File: src/rtl/mul_i16_arb.sv
// Round-robin front end sharing one mul_i16 among N_REQ requesters.
// Results come back in issue order through a credit-protected response FIFO.

module mul_i16 #(
  parameter bit FLOP_EN = 1'b1
) (
  input  logic        clk_i,
  input  logic        rst_n_i,
  input  logic        data_vld_i,
  input  logic [15:0] a_i,
  input  logic [15:0] b_i,
  input  logic        signed_i,
  output logic        data_vld_o,
  output logic [31:0] c_o
);
  logic signed [16:0] a_ext, b_ext;
  logic signed [33:0] prod;

  // A 17-bit sign/zero extension lets one signed multiplier serve both modes.
  always_comb begin
    a_ext = {signed_i & a_i[15], a_i};
    b_ext = {signed_i & b_i[15], b_i};
    prod  = a_ext * b_ext;
  end

  if (FLOP_EN) begin : g_flop
    logic        vld_q, vld_d;
    logic [31:0] c_q, c_d;

    always_comb begin
      vld_d = data_vld_i;
      c_d   = data_vld_i ? prod[31:0] : c_q;
    end

    // NOTE: sequential state uses non-blocking assignments so every flop samples pre-edge values.
    always_ff @(posedge clk_i or negedge rst_n_i) begin
      if (!rst_n_i) vld_q <= 1'b0;
      else          vld_q <= vld_d;
    end

    always_ff @(posedge clk_i) c_q <= c_d;

    assign data_vld_o = vld_q;
    assign c_o        = c_q;
  end else begin : g_comb
    assign data_vld_o = data_vld_i;
    assign c_o        = prod[31:0];
  end
endmodule

module mul_i16_arb #(
  parameter int N_REQ      = 4,
  parameter bit FLOP_EN    = 1'b1,
  parameter int RESP_DEPTH = 2,
  parameter int ID_W       = $clog2(N_REQ)
) (
  input  logic                clk_i,
  input  logic                rst_n_i,
  input  logic [N_REQ-1:0]    req_vld_i,
  output logic [N_REQ-1:0]    req_rdy_o,
  input  logic [N_REQ*16-1:0] req_a_i,
  input  logic [N_REQ*16-1:0] req_b_i,
  input  logic [N_REQ-1:0]    req_signed_i,
  output logic                rsp_vld_o,
  input  logic                rsp_rdy_i,
  output logic [ID_W-1:0]     rsp_id_o,
  output logic [31:0]         rsp_c_o,
  output logic                busy_o
);
  localparam int PW = (RESP_DEPTH > 1) ? $clog2(RESP_DEPTH) : 1;
  localparam int CW = $clog2(RESP_DEPTH + 2);

  typedef struct packed {
    logic [ID_W-1:0] id;
    logic [31:0]     c;
  } rsp_t;

  logic [ID_W-1:0] ptr_q, ptr_d, id_q, id_d, grant;
  logic [ID_W:0]   idx, ptr_nxt;
  logic [CW-1:0]   cnt_q, cnt_d, occ_q, occ_d;
  logic [PW-1:0]   wr_q, wr_d, rd_q, rd_d;
  logic            busy_q, busy_d;
  logic            found, can_issue, issue, pop, push;
  logic [15:0]     a_sel, b_sel;
  logic            s_sel;
  logic            mul_vld;
  logic [31:0]     mul_c;
  rsp_t            push_entry, head;
  rsp_t            mem_q [RESP_DEPTH];

  function automatic logic [PW-1:0] inc_ptr(input logic [PW-1:0] p);
    return (p == PW'(RESP_DEPTH - 1)) ? '0 : p + 1'b1;
  endfunction

  assign rsp_vld_o = (occ_q != '0);
  assign pop       = rsp_vld_o && rsp_rdy_i;
  assign can_issue = (cnt_q < CW'(RESP_DEPTH)) || pop;

  // NOTE: every comb output gets a default first, so no path can infer a latch.
  always_comb begin
    found = 1'b0;
    grant = '0;
    idx   = '0;
    for (int k = 0; k < N_REQ; k++) begin
      idx = {1'b0, ptr_q} + (ID_W+1)'(k);
      if (idx >= (ID_W+1)'(N_REQ)) idx = idx - (ID_W+1)'(N_REQ);
      if (!found && req_vld_i[idx[ID_W-1:0]]) begin
        found = 1'b1;
        grant = idx[ID_W-1:0];
      end
    end
    issue = found && can_issue && rst_n_i;

    a_sel     = '0;
    b_sel     = '0;
    s_sel     = 1'b0;
    req_rdy_o = '0;
    for (int i = 0; i < N_REQ; i++) begin
      if (grant == ID_W'(i)) begin
        a_sel = req_a_i[16*i +: 16];
        b_sel = req_b_i[16*i +: 16];
        s_sel = req_signed_i[i];
      end
      req_rdy_o[i] = issue && (grant == ID_W'(i));
    end
  end

  mul_i16 #(.FLOP_EN(FLOP_EN)) u_mul (
    .clk_i      (clk_i),
    .rst_n_i    (rst_n_i),
    .data_vld_i (issue),
    .a_i        (a_sel),
    .b_i        (b_sel),
    .signed_i   (s_sel),
    .data_vld_o (mul_vld),
    .c_o        (mul_c)
  );

  // The tag rides alongside the multiplier so it meets its product at push time.
  always_comb begin
    ptr_nxt    = {1'b0, grant} + 1'b1;
    ptr_d      = ptr_q;
    if (issue) ptr_d = (ptr_nxt == (ID_W+1)'(N_REQ)) ? '0 : ptr_nxt[ID_W-1:0];
    id_d       = issue ? grant : id_q;
    push       = mul_vld;
    push_entry = '{id: (FLOP_EN ? id_q : grant), c: mul_c};
    cnt_d      = cnt_q + CW'(issue) - CW'(pop);
    occ_d      = occ_q + CW'(push) - CW'(pop);
    wr_d       = push ? inc_ptr(wr_q) : wr_q;
    rd_d       = pop  ? inc_ptr(rd_q) : rd_q;
    busy_d     = (cnt_d != '0);
  end

  always_ff @(posedge clk_i or negedge rst_n_i) begin
    if (!rst_n_i) begin
      ptr_q  <= '0;
      id_q   <= '0;
      cnt_q  <= '0;
      occ_q  <= '0;
      wr_q   <= '0;
      rd_q   <= '0;
      busy_q <= 1'b0;
    end else begin
      ptr_q  <= ptr_d;
      id_q   <= id_d;
      cnt_q  <= cnt_d;
      occ_q  <= occ_d;
      wr_q   <= wr_d;
      rd_q   <= rd_d;
      busy_q <= busy_d;
    end
  end

  // NOTE: FIFO storage is not reset; the registered empty flag gates what leaves it.
  always_ff @(posedge clk_i) begin
    if (push) mem_q[wr_q] <= push_entry;
  end

  assign head     = mem_q[rd_q];
  assign rsp_id_o = rsp_vld_o ? head.id : '0;
  assign rsp_c_o  = rsp_vld_o ? head.c  : '0;
  assign busy_o   = busy_q;
endmodule
File: config.mk
export PLATFORM = sky130hd
export DESIGN_NAME = mul_i16_arb
export DESIGN_NICKNAME = d
export VERILOG_FILES = /design/src/rtl/mul_i16_arb.sv
export SDC_FILE = /design/constraint.sdc
export NUM_CORES = 1
export LEC_CHECK = 0
export ABC_AREA = 1
export BUFFER_PORTS_ARGS = -buffer_cell sky130_fd_sc_hd__buf_2
export CORE_ASPECT_RATIO = 0.75
export CORE_UTILIZATION = 40
export CTS_BUF_LIST = sky130_fd_sc_hd__clkbuf_8
export DETAILED_ROUTE_END_ITERATION = 8
export GPL_TIMING_DRIVEN = 0
export PLACE_DENSITY = 0.67
export SYNTH_ARGS = -nofsm -noshare
export SYNTH_HDL_FRONTEND = slang
export SYNTH_SLANG_ARGS = --single-unit
File: constraint.sdc
create_clock -name clk_i -period 9.5 [get_ports clk_i]
set_clock_uncertainty 0.05 [all_clocks]
set_input_delay 2.85 -clock clk_i [delete_from_list [all_inputs] [get_ports clk_i]]
set_output_delay 2.85 -clock clk_i [all_outputs]
set_load 0.02 [all_outputs]
==> impl_metrics.toml <==
[clocking]
h-tree-depth = 3
cts_tree = "done"
numCtsBuffers = 9
clock_latency_ns = 0.39
cts_hold_buf = 0
clk_pin_slew_ns = 0.12
clockBufferDepth = 2
clkSinkCount = 112
cts_root_buf = "clkbuf_8"

[yosys]
netlist.area_leader.share_pct = 34.48
synth_top_family_by_area = "adder cells"
seq_area_frac_synth_pct = 20.17
synth-edff-count = 100
ys_types = 42
syn_area_per_cell_um2 = 8.524
syn_nets = 2432
synth_mux_area_share_pct = 0
ys_seq_elements = 112
synth_compound_area_share_pct = 6.923
synth_xor_area_share_pct = 1.926
netlist_area_mm2 = 0.01637
netlist_instances = 1921
synth_flop_cell = "edfxtp_1"
ys_warn_count = 0
yosys.area_share.simple_pct = 16.39
synth_area_leaders = "fa_1 34%, edfxtp_1 18%, inv_1 10%"
synth_fa_ha_area_share_pct = 41.35
async_reset_ff_share_pct = 10.71
synth_area_leader_cell = "fa_1"

[route]
remaining_drc_errors = 0
wl_mm = 49.22
vias = 14030
via_per_inst = 5.040
wl_per_cell_um = 17.68
antenna_left = 0
drtIter0Drc = 983
drt-pass1-iter-count = 5

[placement]
gp_congestion = 0.9369
port_buffers = 178
hpwlAfterDp_mm = 38.84
pre_cts_ws_ns = -1.433
dpl.cell_count = 2620

[grt]
antenna_found_initial = 1
grt_overflow = 0
grt_max_degree = 38
grt_pass1_wl_mm = 78.12
grt_pass1_vias = 14690
grtUsageTotal_pct = 24.27

[floorplan]
fp.dieW_um = 235.6
dieArea_mm2 = 0.04176
die_h_um = 177.2
initial_core_util_pct = 40.97
rows = 63
boundaryPins = 179
core-area_mm2 = 0.03996

[setup_path]
max_stage_delay_ns = 0.54
slowest_stage = "fa_1"
critPathLaunchType = "input pin"
path_class = "input pin to register"
required_ns = 9.61
cpMostUsedCell = "fa_1"
r2r_start = "ptr_q[1]$_DFFE_PN0P_"
r2r_end = "u_mul.c_o[23]$_DFFE_PP_"
cp.arrival_ns = 9.89
rr_worst_depth = 42
reg2reg_slack_ns = 1.65
crit_path_max_fanout = 7
end_kind = "register"

[finish]
final_common_cell = "inv_1"
most-common-layout-cells = "405 x inv_1, 364 x nand2_1, 267 x fa_1"
nNetsFinal = 2769
stdcell_count = 2784
drive_gt1_share_pct = 30.62
area_delta_synth_final_pct = 28.93

[min_path]
min_path_cells = 0
min_to = "mem_q[1][7]$_DFFE_PP_"
hold_class = "register to register"
min-delay-start = "u_mul.c_o[7]$_DFFE_PP_"

[status]
violations = "setup timing"
status = "complete, but fails checks"

[timing]
worstMarginPinSlew_ns = 0.7527
relSlewSlack_pct = 49.74
finalCritPeriodShare_pct = 103.0
rsz0062_at_grt = "yes"
min_period_ns = 9.785
fmax_mhz = 102.2
finalHoldViolCount = 0
fin_ws_ns = -0.2847
finalSetupViolCount = 16
maxSlewViolCount = 0

[flow_run]
maxCapViolations = 0
[through the flow]
| stage | util (%) | instance area, um2 | setup TNS (ns) | hold WS [ns] |
|---|---|---|---|---|
| CTS | 50.70 | 20260 | -0.7820 | 0.3865 |
| global placement | 45.32 | 18110 | -22.22 | 0.3722 |
| detailed placement | 45.39 | 18140 | -24.01 | 0.3790 |
| global route | 52.82 | 21110 | -7.025 | 0.3926 |
| finish | 52.83 | 21110 | -2.940 | 0.3899 |
| floorplan | - | 16570 | -0.02919 | 0.3715 |
[sequential cells by signal, summed over array words and instances (netlist names)]
name              count
mem_q                68
u_mul.c_o            32
cnt_q                 2
id_q                  2
occ_q                 2
ptr_q                 2
busy_o                1
rd_q                  1
u_mul.data_vld_o      1
wr_q                  1
[Yosys cell counts, types with 2 or more instances]
master,n
nand2_4,2
xnor2_1,16
o31ai_1,2
buf_1,2
xor2_1,20
o21ai_2,3
inv_2,14
o21ai_1,7
fa_1,282
a211oi_1,2
nand4_1,5
buf_6,7
nand3_1,54
nor2_4,2
o21ai_0,30
buf_2,37
o21bai_1,4
nor3_1,7
or2_2,3
o21a_1,3
inv_4,3
a31oi_1,2
nor2_1,183
a22oi_2,16
a21boi_0,3
a22oi_1,7
dfrtp_1,12
clkbuf_1,13
ha_1,90
edfxtp_1,100
a21oi_2,3
a21oi_1,102
buf_4,9
nand2_1,410
inv_1,454
nand2_2,6
[worst max-delay path, delay by kind of cell]
kind            cells  cell delay [ns]
fa+ha+maj           8             3.43
buf+inv            20             1.96
simple gates       13             1.08
compound gates      3             0.41
xor+xnor            1             0.13
[layer usage]
| layer | GRT usage, % | wire (um) |
|---|---|---|
| met3 | 5.037 | 4414 |
| met5 | 0 | 0 |
| met2 | 38.78 | 22370 |
| met4 | 5.365 | 839 |
| met1 | 33.98 | 21590 |
[cells by family (layout without fill, tap and decap cells)]
kind of cell    Yosys count  after routing
xor+xnor                 36             36
fa+ha+maj               372            372
buf+inv                 540            882
simple gates            675            675
flops                   112            112
compound gates          186            186
other cells               0              1
[final cells by class]
cell class,count,area (um2)
antenna,1,2.502
buffer,68,653.1
clock buffer,9,123.9
clock inverter,7,107.6
fill,3637,18850
inverter,472,1829
multi-input combinational,1269,12120
sequential,112,3303
tap,520,650.6
timing repair buffer,326,2322
[timing repair]
item | in CTS | in global routing
buffers inserted | 106 | 37
gates cloned | 4 | 1
setup endpoints to repair | 21 | 23
pin swaps | 105 | 87
resized for setup | 253 | 173
[how the worst max path moves through the flow]
stage | slack [ns] | endpoint | startpoint | cells after the start
6_report | -0.28 | u_mul.c_o[23]$_DFFE_PP_ | req_vld_i[0] | 45
2_1_floorplan | -0.02 | u_mul.c_o[30]$_DFFE_PP_ | req_vld_i[2] | 38
4_1_cts | -0.14 | u_mul.c_o[31]$_DFFE_PP_ | req_vld_i[2] | 40
3_5_place_dp | -1.43 | u_mul.c_o[28]$_DFFE_PP_ | req_vld_i[2] | 35
5_1_grt | -0.52 | u_mul.c_o[31]$_DFFE_PP_ | req_vld_i[1] | 44
3_3_place_gp | -1.36 | u_mul.c_o[30]$_DFFE_PP_ | req_vld_i[2] | 33
Power is not shown: default switching activity piles up to over one toggle a cycle in this logic, so the estimate is an artifact.
